--- config.mk ---
export PLATFORM = sky130hd
export DESIGN_NAME = sqrt_mem_engine
export DESIGN_NICKNAME = d
export VERILOG_FILES = /design/src/rtl/sqrt_mem_engine.sv
export SDC_FILE = /design/constraint.sdc
export NUM_CORES = 1
export LEC_CHECK = 0
export ABC_CLOCK_PERIOD_IN_PS = 2250
export CAP_MARGIN = 20
export CORE_MARGIN = 5
export CORE_UTILIZATION = 35
export CTS_CLUSTER_SIZE = 28
export DETAILED_ROUTE_END_ITERATION = 10
export GPL_TIMING_DRIVEN = 1
export HOLD_SLACK_MARGIN = 0.1
export PLACE_DENSITY_LB_ADDON = 0.2
export SYNTH_ARGS = -nofsm -noshare
export SYNTH_HDL_FRONTEND = slang
export SYNTH_SLANG_ARGS = --single-unit
--- constraint.sdc ---
create_clock -name Clk -period 2.25 [get_ports Clk]
set_input_delay 0.675 -clock Clk [delete_from_list [all_inputs] [get_ports Clk]]
set_output_delay 0.675 -clock Clk [all_outputs]
set_load 0.005 [all_outputs]
--- src/rtl/sqrt_mem_engine.sv ---
// sqrt_mem_engine: sequential 16-bit integer square-root engine on the
// byte-wide data memory. A falling Start edge reads the operand from
// OP_HI_ADDR/OP_LO_ADDR and computes the 8-bit root one bit per cycle. The
// root is written to RES_ADDR, then Ack is raised.
// Optional feature macro: SQRT_ROUND_EN (round-to-nearest result, saturating
// at 255). The result is floor(sqrt(op)) when the macro is undefined.
module sqrt_mem_engine #(
    parameter logic [7:0] OP_HI_ADDR = 8'd16,
    parameter logic [7:0] OP_LO_ADDR = 8'd17,
    parameter logic [7:0] RES_ADDR   = 8'd18
) (
    input  logic       Clk,
    input  logic       Reset,
    input  logic       Start,
    output logic       Ack,
    output logic       Busy,
    output logic [7:0] MemAddr,
    input  logic [7:0] MemRdData,
    output logic [7:0] MemWrData,
    output logic       MemWrEn
);

`ifdef SQRT_ROUND_EN
    localparam logic ROUND_EN = 1'b1;
`else
    localparam logic ROUND_EN = 1'b0;
`endif

    typedef enum logic [2:0] {
        IDLE  = 3'd0,
        RD_HI = 3'd1,
        RD_LO = 3'd2,
        CALC  = 3'd3,
        WR    = 3'd4,
        DONE  = 3'd5
    } state_t;

    state_t      state_r;
    state_t      state_nxt_s;
    logic        start_q_r;

    // Operand is shifted left two bits per iteration so the pair in use is
    // always op_r[15:14].
    logic [15:0] op_r;
    // The remainder fed back between iterations never exceeds 2*root with
    // root < 128, so 8 bits hold it; only the final remainder needs 10 bits,
    // and that one is consumed combinationally by the rounding compare.
    logic [7:0]  rem_r;
    logic [7:0]  root_r;
    logic [2:0]  cnt_r;

    logic [9:0]  rem_shift_s;
    logic [10:0] trial_s;
    logic [9:0]  rem_nxt_s;
    logic [7:0]  root_nxt_s;
    logic        round_up_s;
    logic [7:0]  result_s;

    logic        ack_r;
    logic        busy_r;
    logic [7:0]  mem_addr_r;
    logic [7:0]  mem_wr_data_r;
    logic        mem_wr_en_r;

    logic        ack_nxt_s;
    logic        busy_nxt_s;
    logic [7:0]  mem_addr_nxt_s;
    logic [7:0]  mem_wr_data_nxt_s;
    logic        mem_wr_en_nxt_s;

    assign Ack       = ack_r;
    assign Busy      = busy_r;
    assign MemAddr   = mem_addr_r;
    assign MemWrData = mem_wr_data_r;
    assign MemWrEn   = mem_wr_en_r;

    // State register and Start edge-detect flop.
    always_ff @(posedge Clk) begin
        if (!Reset) begin
            state_r   <= IDLE;
            start_q_r <= 1'b1;
        end else begin
            state_r   <= state_nxt_s;
            start_q_r <= Start;
        end
    end

    // Next-state logic; Start is only looked at in IDLE and DONE.
    always_comb begin
        state_nxt_s = state_r;
        case (state_r)
            IDLE: begin
                if (start_q_r && !Start) begin
                    state_nxt_s = RD_HI;
                end else begin
                    state_nxt_s = IDLE;
                end
            end
            RD_HI: state_nxt_s = RD_LO;
            RD_LO: state_nxt_s = CALC;
            CALC: begin
                if (cnt_r == 3'd0) begin
                    state_nxt_s = WR;
                end else begin
                    state_nxt_s = CALC;
                end
            end
            WR: state_nxt_s = DONE;
            DONE: begin
                if (Start) begin
                    state_nxt_s = IDLE;
                end else begin
                    state_nxt_s = DONE;
                end
            end
            default: state_nxt_s = IDLE;
        endcase
    end

    // One digit-by-digit root step with an explicit borrow bit, plus the
    // optional round-up of the final result.
    always_comb begin
        rem_shift_s = {rem_r, op_r[15:14]};
        trial_s     = {1'b0, rem_shift_s} - {1'b0, root_r, 2'b01};
        if (!trial_s[10]) begin
            rem_nxt_s  = trial_s[9:0];
            root_nxt_s = {root_r[6:0], 1'b1};
        end else begin
            rem_nxt_s  = rem_shift_s;
            root_nxt_s = {root_r[6:0], 1'b0};
        end
        round_up_s = ROUND_EN && (rem_nxt_s > {2'b00, root_nxt_s})
                     && (root_nxt_s != 8'hFF);
        if (round_up_s) begin
            result_s = root_nxt_s + 8'd1;
        end else begin
            result_s = root_nxt_s;
        end
    end

    // Operand capture and iteration registers.
    always_ff @(posedge Clk) begin
        if (!Reset) begin
            op_r   <= 16'd0;
            rem_r  <= 8'd0;
            root_r <= 8'd0;
            cnt_r  <= 3'd0;
        end else begin
            case (state_r)
                RD_HI: op_r[15:8] <= MemRdData;
                RD_LO: begin
                    op_r[7:0] <= MemRdData;
                    rem_r     <= 8'd0;
                    root_r    <= 8'd0;
                    cnt_r     <= 3'd7;
                end
                CALC: begin
                    op_r   <= {op_r[13:0], 2'b00};
                    rem_r  <= rem_nxt_s[7:0];
                    root_r <= root_nxt_s;
                    cnt_r  <= cnt_r - 3'd1;
                end
                default: begin
                    op_r <= op_r;
                end
            endcase
        end
    end

    // Output decode from the upcoming state so every port is a flop output.
    always_comb begin
        ack_nxt_s         = 1'b0;
        busy_nxt_s        = 1'b0;
        mem_wr_en_nxt_s   = 1'b0;
        mem_addr_nxt_s    = mem_addr_r;
        mem_wr_data_nxt_s = mem_wr_data_r;
        case (state_nxt_s)
            IDLE: ;
            RD_HI: begin
                busy_nxt_s     = 1'b1;
                mem_addr_nxt_s = OP_HI_ADDR;
            end
            RD_LO: begin
                busy_nxt_s     = 1'b1;
                mem_addr_nxt_s = OP_LO_ADDR;
            end
            CALC: busy_nxt_s = 1'b1;
            WR: begin
                busy_nxt_s        = 1'b1;
                mem_addr_nxt_s    = RES_ADDR;
                mem_wr_data_nxt_s = result_s;
                mem_wr_en_nxt_s   = 1'b1;
            end
            DONE: ack_nxt_s = 1'b1;
            default: ;
        endcase
    end

    // Output registers.
    always_ff @(posedge Clk) begin
        if (!Reset) begin
            ack_r         <= 1'b0;
            busy_r        <= 1'b0;
            mem_addr_r    <= 8'd0;
            mem_wr_data_r <= 8'd0;
            mem_wr_en_r   <= 1'b0;
        end else begin
            ack_r         <= ack_nxt_s;
            busy_r        <= busy_nxt_s;
            mem_addr_r    <= mem_addr_nxt_s;
            mem_wr_data_r <= mem_wr_data_nxt_s;
            mem_wr_en_r   <= mem_wr_en_nxt_s;
        end
    end

endmodule

# Word-level counts from Yosys, hierarchy flattened
# Index checks and enable logic that the tools add are counted.
# word_totals
register_bits	58
in_bits	11
output_inout_bits	19
word_cells	47
# op_classes
addsub	2
eq_ne	10
n_mux	15
reduce_logical	8
# op_table
op	count
$pmux W8 S2	4
$pmux W8 S3	1
$pmux W3 S6	1
$eq A3 B2 Y1 const B	4
$eq A3 B3 Y1 const B	4
$sub A10 B10 Y11	1
$mux W8	1
$eq A3 B1 Y1 const B	2
$logic_not A3 Y1	2
$mux W3	2
$pmux W3 S2	1
$mux W1	5
$reduce_bool A2 Y1	2
$reduce_or A4 Y1	1
$reduce_bool A3 Y1	1
$sub A3 B1 Y3 const B	1
$logic_and A1 B1 Y1	1
$logic_not A1 Y1	1

# Depth between registers and ports, before layout
# Gate-level depths: netlist of the first run.
# logic_depth
word_depth	7
depth_mapped	8

# Least setup slack after synthesis of the first run
# No wires, ideal clock.
# synth_timing
kind	register to register
startpoint	register root_r[1]
endpoint	register rem_r[7]
t_arrival_ps	1656
setup_slack_ps	478
path_stages_with_launch	9
synth_period_minus_slack_ps	1772
cell_sequence	dfxtp_1 inv_1 ha_1 nor2_1 a211oi_1 o21a_1 or2_1 clkbuf_1 a31o_2
# synth_via
elab_chain_len	3
# synth_rtl
element	line	source
start, declared	49	logic [7:0] root_r;
start signal, assigned	160	root_r <= root_nxt_s;
$sub A10 B10 Y11	124	trial_s = {1'b0, rem_shift_s} - {1'b0, root_r, 2'b01};
$mux W8	125	if (!trial_s[10]) begin
$pmux W8 S2	149	case (state_r)
end signal, assigned	159	rem_r <= rem_nxt_s[7:0];
end, declared	48	logic [7:0] rem_r;
# No other way between the ends.
# A chain may end at the register's enable or synchronous reset.

# Worst setup path in the final report of the first run
# layout_timing
startpoint	register root_r[0]
endpoint	register rem_r[7]
# The elaborated chain is that of the path after synthesis.

==> flow_metrics.py, run 1 <==
metrics = {
    "logic_synthesis": {
        "netlist_area_sq_um": 2540,
        "syn-instance-count": 308,
        "yosys-top-cells-area": "dfxtp_1 42%, nand2_1 7.1%, a211oi_1 5.6%",
        "synth_top_area_cell": "dfxtp_1",
        "ys_ff_latch": 53,
        "synthTopCellsByCount": "53 x dfxtp_1, 48 x nand2_1, 30 x nor2_1",
        "yosysMostFrequentCell": "dfxtp_1",
        "synthDominantCellAreaShare_pct": 41.7,
        "ys.flop_type": "dfxtp_1",
        "async_flop_share_pct": 0,
        "yosysSeqAreaShare_pct": 41.7,
        "synthDistinctLibCells": 35,
        "avgSynthCellArea_sq_um": 8.25,
        "synth-edff-count": 0,
        "yosysWarningCount": 0,
    },
    "timing": {
        "fin_crit_ps": 1960,
        "hold_viol": 0,
        "fmax_ghz": 0.511,
        "worst_pin_slew_ps": 537,
        "setup-tns-final_ps": 0,
        "rsz0062_at_grt": "no",
        "finalWorstSetupSlack_ps": 295,
        "max_slew_margin_pct": 64.0,
        "period_share_pct": 86.9,
        "skew_ps": 4.81,
        "setup_viol": 0,
        "maxSlewViolCount": 0,
    },
    "routing": {
        "post_drt_wl_per_cell_microns": 12.4,
        "via_count": 2081,
        "drt_first_pass_iters": 4,
        "wl_microns": 5360,
        "vias_per_cell": 4.81,
        "drtIter0Drc": 101,
        "drc": 0,
        "ant_nets": 0,
    },
    "layout": {
        "n_antenna_cell": 0,
        "final_util_pct": 42.3,
        "area_growth_syn_to_layout_pct": 19.4,
        "layoutNonFillerInstCount": 433,
        "fin_nets": 355,
        "drive_gt1_share_pct": 7.49,
    },
    "pwr": {
        "cellPowerDensity_nw_per_um2": 710,
        "power.leakage_uw": 0.00107,
        "ir_drop_v": 0.000321,
    },
    "cts": {
        "cts.path.max_buffers": 2,
        "path_clk_slew_ps": 90,
        "cts_tree": "done",
        "root_buffer": "clkbuf_8",
        "cts_setup_buffers": 0,
        "ctsResizeCount": 0,
        "htree_levels": 2,
        "cts_inserted_buffers": 5,
        "clock_latency_ps": 300,
        "hold_buffers": 0,
        "cts.sink_count": 53,
    },
    "place": {
        "place_congestion": 0.791,
        "placedCellCount": 425,
        "numPortBuffers": 24,
        "post-place-ws_ps": 204,
        "detailed_place_hpwl_microns": 3830,
    },
    "critical_path": {
        "crit_arrival_ps": 2150,
        "worst-path-max-fanout": 6,
        "crit_path_end_kind": "register",
        "critPathRequiredTime_ps": 2450,
        "path_class": "register to register",
        "start_kind": "register",
    },
    "floorplanning": {
        "dieArea_sq_um": 9070,
        "die_w_microns": 95.2,
        "initial_core_util_pct": 35.4,
        "num_rows": 31,
        "io_pins": 30,
        "die_h_microns": 95.2,
        "core_area_sq_um": 7180,
    },
    "run_status": {
        "status": "completed",
    },
    "global_route": {
        "grt_max_degree": 41,
        "grt_pass1_wl_microns": 9350,
        "grt_use_total_pct": 12.9,
        "grt-ovfl-total": 0,
        "grt_pass1_vias": 2063,
        "antenna_found_initial": 0,
    },
    "flow_run": {
        "cap_violations": 0,
    },
    "worst_hold_path": {
        "worstHoldPathType": "register to register",
    },
}
-- area by class of cell --
| type | count | area [sq um] |
|---|---|---|
| Inverter | 16 | 60.1 |
| Timing Repair Buffer | 39 | 365 |
| Fill cell | 727 | 4140 |
| Sequential cell | 53 | 1060 |
| Clock inverter | 1 | 30.0 |
| Clock buffer | 7 | 86.3 |
| Tap cell | 99 | 124 |
| Multi-Input combinational cell | 218 | 1310 |
-- where the power goes --
part,switching [uW],total (uW),internal (uW)
clock,303,666,363
combinational,255,459,204
sequential,32.8,1030,998
-- layer usage --
metal / GRT usage, % / routed length, microns / share of wire, % / up-vias
met5: 0 / 0 / 0 / -
met4: 2.52 / 27 / 0.50 / 0
met3: 2.68 / 152 / 2.8 / 4
met2: 23.1 / 2520 / 47 / 25
met1: 16.0 / 2670 / 50 / 956
li1: - / - / - / 1096
-- cells by family after synthesis --
group           Yosys count  synth area share [%]
mux                      14                  5.51
xor+xnor                  4                  1.38
compound gates           76                  19.7
other cells               1                 0.147
flops                    53                  41.7
fa+ha+maj                11                  5.41
buf+inv                  41                  7.43
simple gates            108                  18.7
-- critical path, cell delays in order (launching register included) --
cell and delay [ps]:
dfxtp_1 390, inv_1 70, ha_1 330, nand2b_1 100, a211oi_1 350, o21a_1 190
buf_4 140, o31ai_1 80, a31o_2 210
-- worst paths after layout --
check / end / cells after the start / from / slack [ps]
worst max register to register: rem_r[7]$_SDFFE_PN0P_ / 8 / root_r[0]$_SDFFE_PN0P_ / 290
worst max-delay path: rem_r[7]$_SDFFE_PN0P_ / 8 / root_r[0]$_SDFFE_PN0P_ / 290
worst min register to register: MemAddr[4]$_SDFFE_PN0P_ / 2 / MemAddr[4]$_SDFFE_PN0P_ / 450
worst min-delay path: MemAddr[4]$_SDFFE_PN0P_ / 2 / MemAddr[4]$_SDFFE_PN0P_ / 450
-- layout by cell type (no fill, tap or decap), types with 3 or more instances in the layout --
cell             netlist  routed
dfxtp_1               53      53
nand2_1               48      48
nor2_1                30      30
a21oi_1               27      27
clkdlybuf4s50_1        0      24
a211oi_1              19      19
inv_1                 16      16
mux2i_1               14      14
buf_4                  6      14
o211ai_1              13      13
ha_1                  11      11
nand3_1                8       8
nand2b_1               6       6
clkbuf_8               0       6
conb_1                 1       5
o21a_1                 4       4
o21ai_0                3       3
-- metrics by stage --
stage / hold WS, ps / power, uW / cell area (sq um)
after detailed placement: 443 / 1510 / 2920
after global routing: 487 / 2300 / 3040
final: 454 / 2160 / 3040
after global placement: 437 / 1510 / 2920
after floorplan: 432 / 1380 / 2560
after CTS: 458 / 2190 / 3040
-- sequential cells by signal (all words and copies together) (netlist names) --
name       cells
MemWrData      8
start_q_r      1
op_r          16
root_r         8
state_r        3
cnt_r          3
rem_r          8
MemAddr        3
Ack            1
MemWrEn        1
Busy           1
(Power assumes the default switching activity.)
==> run 2: changes to the inputs <==
--- a/config.mk
+++ b/config.mk
@@ -5,7 +5,7 @@
 export SDC_FILE = /design/constraint.sdc
 export NUM_CORES = 1
 export LEC_CHECK = 0
-export ABC_CLOCK_PERIOD_IN_PS = 2250
+export ABC_CLOCK_PERIOD_IN_PS = 2000
 export CAP_MARGIN = 20
 export CORE_MARGIN = 5
 export CORE_UTILIZATION = 35
==> constraint.sdc (replaced) <==
create_clock -name Clk -period 2 [get_ports Clk]
set_input_delay 0.6 -clock Clk [delete_from_list [all_inputs] [get_ports Clk]]
set_output_delay 0.6 -clock Clk [all_outputs]
set_load 0.005 [all_outputs]
==> run 2 against run 1 <==
Against the previous run: critical path depth shrank 1; global-route usage is 0.29 points higher; worst setup slack got worse by 200 ps; power up 14%; final area up 2.6%; via count grew 3.3%; largest cell class unchanged.
==> flow_metrics.py, run 2 (synthesis gave the netlist of run 1 again) <==
metrics = {
    "cts": {
        "cts.sink_count": 53,
        "clock_latency_ps": 300,
        "cts_inserted_buffers": 5,
        "path_clk_slew_ps": 100,
        "cts_setup_buffers": 0,
        "root_buffer": "clkbuf_8",
        "cts.path.max_buffers": 2,
        "hold_buffers": 0,
        "cts_tree": "done",
        "htree_levels": 2,
    },
    "routing": {
        "drt_first_pass_iters": 4,
        "post_drt_wl_per_cell_microns": 12.4,
        "vias_per_cell": 4.84,
        "ant_nets": 0,
        "drtIter0Drc": 79,
        "wl_microns": 5500,
        "drc": 0,
        "via_count": 2149,
    },
    "global_route": {
        "antenna_found_initial": 0,
        "grt_pass1_wl_microns": 9520,
        "grt_use_total_pct": 13.2,
        "grt-ovfl-total": 0,
        "use_met2_pct": 21.3,
        "grt_pass1_vias": 2032,
        "grt_max_degree": 22,
        "use_met1_pct": 17.8,
        "gr-usage-met3_pct": 2.76,
        "grt_most_used_layer": "met2",
    },
    "critical_path": {
        "cp_slowest_cell": "or2_1",
        "crit_path_end_kind": "register",
        "crit_path_start": "root_r[1]$_SDFFE_PN0P_",
        "worst-path-max-fanout": 7,
        "path_class": "register to register",
        "start_kind": "register",
        "slowest_delay_ps": 350,
        "critPathRequiredTime_ps": 2210,
        "crit_arrival_ps": 2110,
        "r2r-start": "root_r[1]$_SDFFE_PN0P_",
        "crit_chain": "inv_1 > ha_1 > nor2_1 > a211oi_2 > o21a_1 > or2_1 > a31o_2",
    },
    "layout": {
        "final_cell_mix": "53 x dfxtp_1, 48 x nand2_1, 30 x nor2_1",
        "fin_area_sq_um": 3120,
        "largest_reg_flops": 16,
        "n_antenna_cell": 0,
        "area_growth_syn_to_layout_pct": 22.5,
        "fill_cells": 732,
        "largest-register": "op_r",
        "fin_nets": 366,
        "drive_gt1_share_pct": 11.0,
        "layout_commonest_cell": "dfxtp_1",
    },
    "place": {
        "detailed_place_hpwl_microns": 3950,
        "place_congestion": 0.810,
        "place_area_sq_um": 2990,
        "numPortBuffers": 24,
    },
    "timing": {
        "fmax_ghz": 0.526,
        "period_share_pct": 95.1,
        "skew_ps": 7.44,
        "setup_viol": 0,
        "max_slew_margin_pct": 64.5,
        "whs_ps": 456,
        "maxSlewViolCount": 0,
        "hold_viol": 0,
        "fin_crit_ps": 1900,
        "setup-tns-final_ps": 0,
        "worst_pin_slew_ps": 530,
        "rsz0062_at_grt": "no",
    },
    "floorplanning": {
        "initial_core_util_pct": 35.4,
        "die_w_microns": 95.2,
        "dieArea_sq_um": 9070,
        "io_pins": 30,
        "die_h_microns": 95.2,
        "core_area_sq_um": 7180,
        "num_rows": 31,
    },
    "pwr": {
        "ir_drop_v": 0.000354,
        "power.leakage_uw": 0.00112,
        "cellPowerDensity_nw_per_um2": 791,
    },
    "flow_run": {
        "cap_violations": 0,
    },
    "worst_hold_path": {
        "min_from": "op_r[1]$_SDFFE_PN0P_",
        "worstHoldPathType": "register to register",
    },
    "run_status": {
        "status": "completed",
    },
}
==> run 2: changes by cell type in the layout (fill, tap and decap cells not counted) <==
cell	delta
a211oi_1	-1
a211oi_2	+1
buf_12	-1
buf_4	+12
clkbuf_1	-1
clkinvlp_4	+1
==> run 2: cell type report <==
class                           count  area (sq um)  area share (%)
Clock buffer                        6          82.6            2.65
Clock inverter                      2          37.5            1.20
Inverter                           16          60.1            1.93
Multi-Input combinational cell    218          1320            42.2
Sequential cell                    53          1060            34.1
Tap cell                           99           124            3.98
Timing Repair Buffer               50           435            14.0
==> run 2: final timing paths <==
kind	end	slack, ps	cells past startpoint
max	rem_r[7]$_SDFFE_PN0P_	100	7
min	op_r[1]$_SDFFE_PN0P_	460	2
max reg2reg	rem_r[7]$_SDFFE_PN0P_	100	7
min reg2reg	op_r[1]$_SDFFE_PN0P_	460	2
==> run 2: critical path, delay by kind of cell, from the launching register on <==
kind                       cells  cell delay [ps]
DFF                            1              340
adders and majority gates      1              310
and+or+nand+nor                2              530
buffers and inverters          1               50
AOI/OAI and AO/OA              3              570
==> run 2: metrics by stage <==
step	utilization (%)	setup slack (ps)	total power [uW]	cells
after detailed placement	41.7	108	1720	436
final	43.4	97.1	2460	444
after floorplan	-	228	1550	312
after CTS	43.3	111	2490	444
after global routing	43.4	14.3	2610	444
after global placement	41.7	149	1720	436
==> run 2: timing repair <==
| item | in CTS | in global routing |
|---|---|---|
| setup endpoints to repair | 0 | 8 |
| hold endpoints to repair | 0 | 0 |
| resized for setup | 0 | 1 |
==> run 2: routing by layer <==
metal / vias to the layer above / wire length [microns]
li1: 1123 / -
met1: 1000 / 2760
met2: 20 / 2540
met3: 6 / 146
met4: 0 / 52
met5: - / 0
==> run 2: power by group <==
part	switching [uW]	internal (uW)	total (uW)
clock	360	407	767
sequential	42.6	1120	1170
combinational	290	241	532
==> run 3: changes to the inputs <==
--- a/config.mk
+++ b/config.mk
@@ -5,12 +5,14 @@
 export SDC_FILE = /design/constraint.sdc
 export NUM_CORES = 1
 export LEC_CHECK = 0
-export ABC_CLOCK_PERIOD_IN_PS = 2000
+export ABC_AREA = 1
+export ABC_CLOCK_PERIOD_IN_PS = 2300
 export CAP_MARGIN = 20
 export CORE_MARGIN = 5
 export CORE_UTILIZATION = 35
 export CTS_CLUSTER_SIZE = 28
 export DETAILED_ROUTE_END_ITERATION = 10
+export GPL_ROUTABILITY_DRIVEN = 0
 export GPL_TIMING_DRIVEN = 1
 export HOLD_SLACK_MARGIN = 0.1
 export PLACE_DENSITY_LB_ADDON = 0.2
==> constraint.sdc (replaced) <==
create_clock -name Clk -period 2.3 [get_ports Clk]
set_input_delay 0.69 -clock Clk [delete_from_list [all_inputs] [get_ports Clk]]
set_output_delay 0.69 -clock Clk [all_outputs]
set_load 0.005 [all_outputs]
==> run 3 against run 2 <==
Against the previous run: clock power fell by 5.9%; via count increased by 4.3%; die area increased by 0.66%; global-route usage increased by 0.21 points; final cell count rose by 8.8%; sequential cell count did not move; clock skew about the same; final area is 3.6% lower; first-iteration DRC count rose by 44%; critical path depth grew 4; utilization is 1.6 points lower; maximum frequency fell by 2.5%; critical endpoint unchanged.
==> flow_metrics.py, run 3 <==
metrics = {
    "critical_path": {
        "worst-path-max-fanout": 10,
        "cp_slowest_cell": "ha_1",
        "crit_path_end_kind": "register",
        "crit_chain": "inv_1 > ha_1 > nand2_1 > nor2_1 > nand2_1 > nand3_1 > nand2_2 > nand2_4 > nand3_1 > nand2_1 > a21oi_1",
        "path_class": "register to register",
        "crit_arrival_ps": 2140,
        "critPathRequiredTime_ps": 2490,
        "start_kind": "register",
        "slowest_delay_ps": 390,
        "cpMostUsedCell": "nand2_1",
    },
    "cts": {
        "path_clk_slew_ps": 90,
        "cts_inserted_buffers": 5,
        "htree_levels": 2,
        "clock_latency_ps": 300,
        "cts_tree": "done",
        "ctsResizeCount": 0,
        "cts_setup_buffers": 0,
        "cts.sink_count": 53,
        "cts.path.max_buffers": 2,
        "root_buffer": "clkbuf_8",
        "hold_buffers": 0,
    },
    "place": {
        "place_area_sq_um": 2870,
        "detailed_place_hpwl_microns": 4120,
        "numPortBuffers": 24,
    },
    "pwr": {
        "cellPowerDensity_nw_per_um2": 705,
        "power.leakage_uw": 0.00131,
        "ir_drop_v": 0.000443,
        "fin_total_pwr_uw": 2120,
    },
    "layout": {
        "largest_reg_flops": 16,
        "fill_cells": 760,
        "area_growth_syn_to_layout_pct": 17.3,
        "fin_nets": 405,
        "largest-register": "op_r",
        "drive_gt1_share_pct": 5.99,
        "fin_area_sq_um": 3000,
        "layout_commonest_cell": "nand2_1",
        "final_cell_mix": "108 x nand2_1, 53 x dfxtp_1, 45 x inv_1",
        "n_antenna_cell": 0,
        "final_util_pct": 41.9,
    },
    "logic_synthesis": {
        "synthDominantCellAreaShare_pct": 41.4,
        "synthTopCellsByCount": "108 x nand2_1, 53 x dfxtp_1, 45 x inv_1",
        "synthDistinctLibCells": 28,
        "synth-edff-count": 0,
        "synth_top_area_cell": "dfxtp_1",
        "netlist_area_sq_um": 2560,
        "ys.flop_type": "dfxtp_1",
        "syn-instance-count": 360,
        "avgSynthCellArea_sq_um": 7.11,
        "yosysSeqAreaShare_pct": 41.4,
        "yosys-top-cells-area": "dfxtp_1 41%, nand2_1 16%, inv_1 6.6%",
        "ys_ff_latch": 53,
        "async_flop_share_pct": 0,
        "yosysMostFrequentCell": "nand2_1",
        "yosysWarningCount": 0,
    },
    "floorplanning": {
        "die_h_microns": 95.5,
        "dieArea_sq_um": 9130,
        "num_rows": 31,
        "initial_core_util_pct": 35.7,
        "io_pins": 30,
        "die_w_microns": 95.5,
        "core_area_sq_um": 7180,
    },
    "timing": {
        "period_share_pct": 84.9,
        "worst_pin_slew_ps": 521,
        "whs_ps": 466,
        "rsz0062_at_grt": "no",
        "skew_ps": 7.05,
        "fmax_ghz": 0.512,
        "maxSlewViolCount": 0,
        "setup-tns-final_ps": 0,
        "setup_viol": 0,
        "hold_viol": 0,
        "max_slew_margin_pct": 65.2,
        "fin_crit_ps": 1950,
    },
    "global_route": {
        "grt-ovfl-total": 0,
        "grt_use_total_pct": 13.4,
        "grt_pass1_vias": 2190,
        "antenna_found_initial": 0,
        "grt_pass1_wl_microns": 9780,
        "grt_max_degree": 30,
    },
    "routing": {
        "ant_nets": 0,
        "post_drt_wl_per_cell_microns": 11.7,
        "drtIter0Drc": 114,
        "wl_microns": 5650,
        "drt_first_pass_iters": 4,
        "drc": 0,
        "vias_per_cell": 4.64,
        "via_count": 2241,
    },
    "flow_run": {
        "cap_violations": 0,
    },
    "worst_hold_path": {
        "worstHoldPathType": "register to register",
    },
    "run_status": {
        "status": "completed",
    },
}
-- run 3: cell types whose count changed after synthesis, sizes merged, moves of 6 or more --
cell    before  now
nor2        30   20
nand2b       6    0
a211oi      19    0
inv         16   47
o211ai      13    0
nand2       48  112
a21oi       27   33
mux2i       14    0
a31oi        0    8
nand3        8   21
o21ai        3   14
-- run 3: path summary, 6_finish.rpt --
path,from,to,slack (ps),depth (start not counted)
hold / removal,cnt_r[0]$_SDFFE_PN0P_,cnt_r[0]$_SDFFE_PN0P_,470,1
hold reg to reg,cnt_r[0]$_SDFFE_PN0P_,cnt_r[0]$_SDFFE_PN0P_,470,1
setup reg to reg,root_r[0]$_SDFFE_PN0P_,rem_r[7]$_SDFFE_PN0P_,350,11
setup / recovery,root_r[0]$_SDFFE_PN0P_,rem_r[7]$_SDFFE_PN0P_,350,11
-- run 3: area by class of cell --
class,count,area (sq um),share of cell area (%)
timing repair buffer,29,278,9.25
multi-input combinational,246,1230,40.9
clock buffer,5,68.8,2.29
clock inverter,3,65.1,2.17
sequential,53,1060,35.3
inverter,48,180,6.00
tap,99,124,4.12
-- run 3: metrics by stage --
stage	worst slack, ps	std cells
finish	347	483
global route	136	483
CTS	371	483
detailed placement	333	475
global placement	360	475
floorplan	702	364
-- run 3: power by group --
group	leakage, uW	switching, uW	total, uW	internal (uW)
Clock	0.0000681	290	722	432
Combinational	0.000808	230	380	150
Sequential	0.000430	38.0	1010	976
Total	0.00131	559	2120	1560
-- run 3: kinds of logic (layout without fill, tap and decap cells) --
logic type               Yosys count  in the layout  synth area share (%)
other                              1              5                 0.146
buffers and inverters             65             85                  11.2
flip-flops                        53             53                  41.4
AND/OR/NAND/NOR                  166            166                  27.6
AO/OA/AOI/OAI                     61             61                  13.2
XOR/XNOR                           3              3                  1.03
adder cells (fa/ha/maj)           11             11                  5.37
-- run 3: worst max-delay path: cells and delay by family (launching register included) --
| family | cells | cell delay (ps) |
|---|---|---|
| buf+inv | 1 | 70 |
| compound gates | 1 | 60 |
| flops | 1 | 360 |
| simple gates | 8 | 950 |
| fa+ha+maj | 1 | 390 |
-- run 3: metal layers --
layer	GRT usage [%]	share of wire, %
met5	0	0
met4	3.91	0.92
met3	2.53	2.8
met2	23.0	47
met1	17.0	49
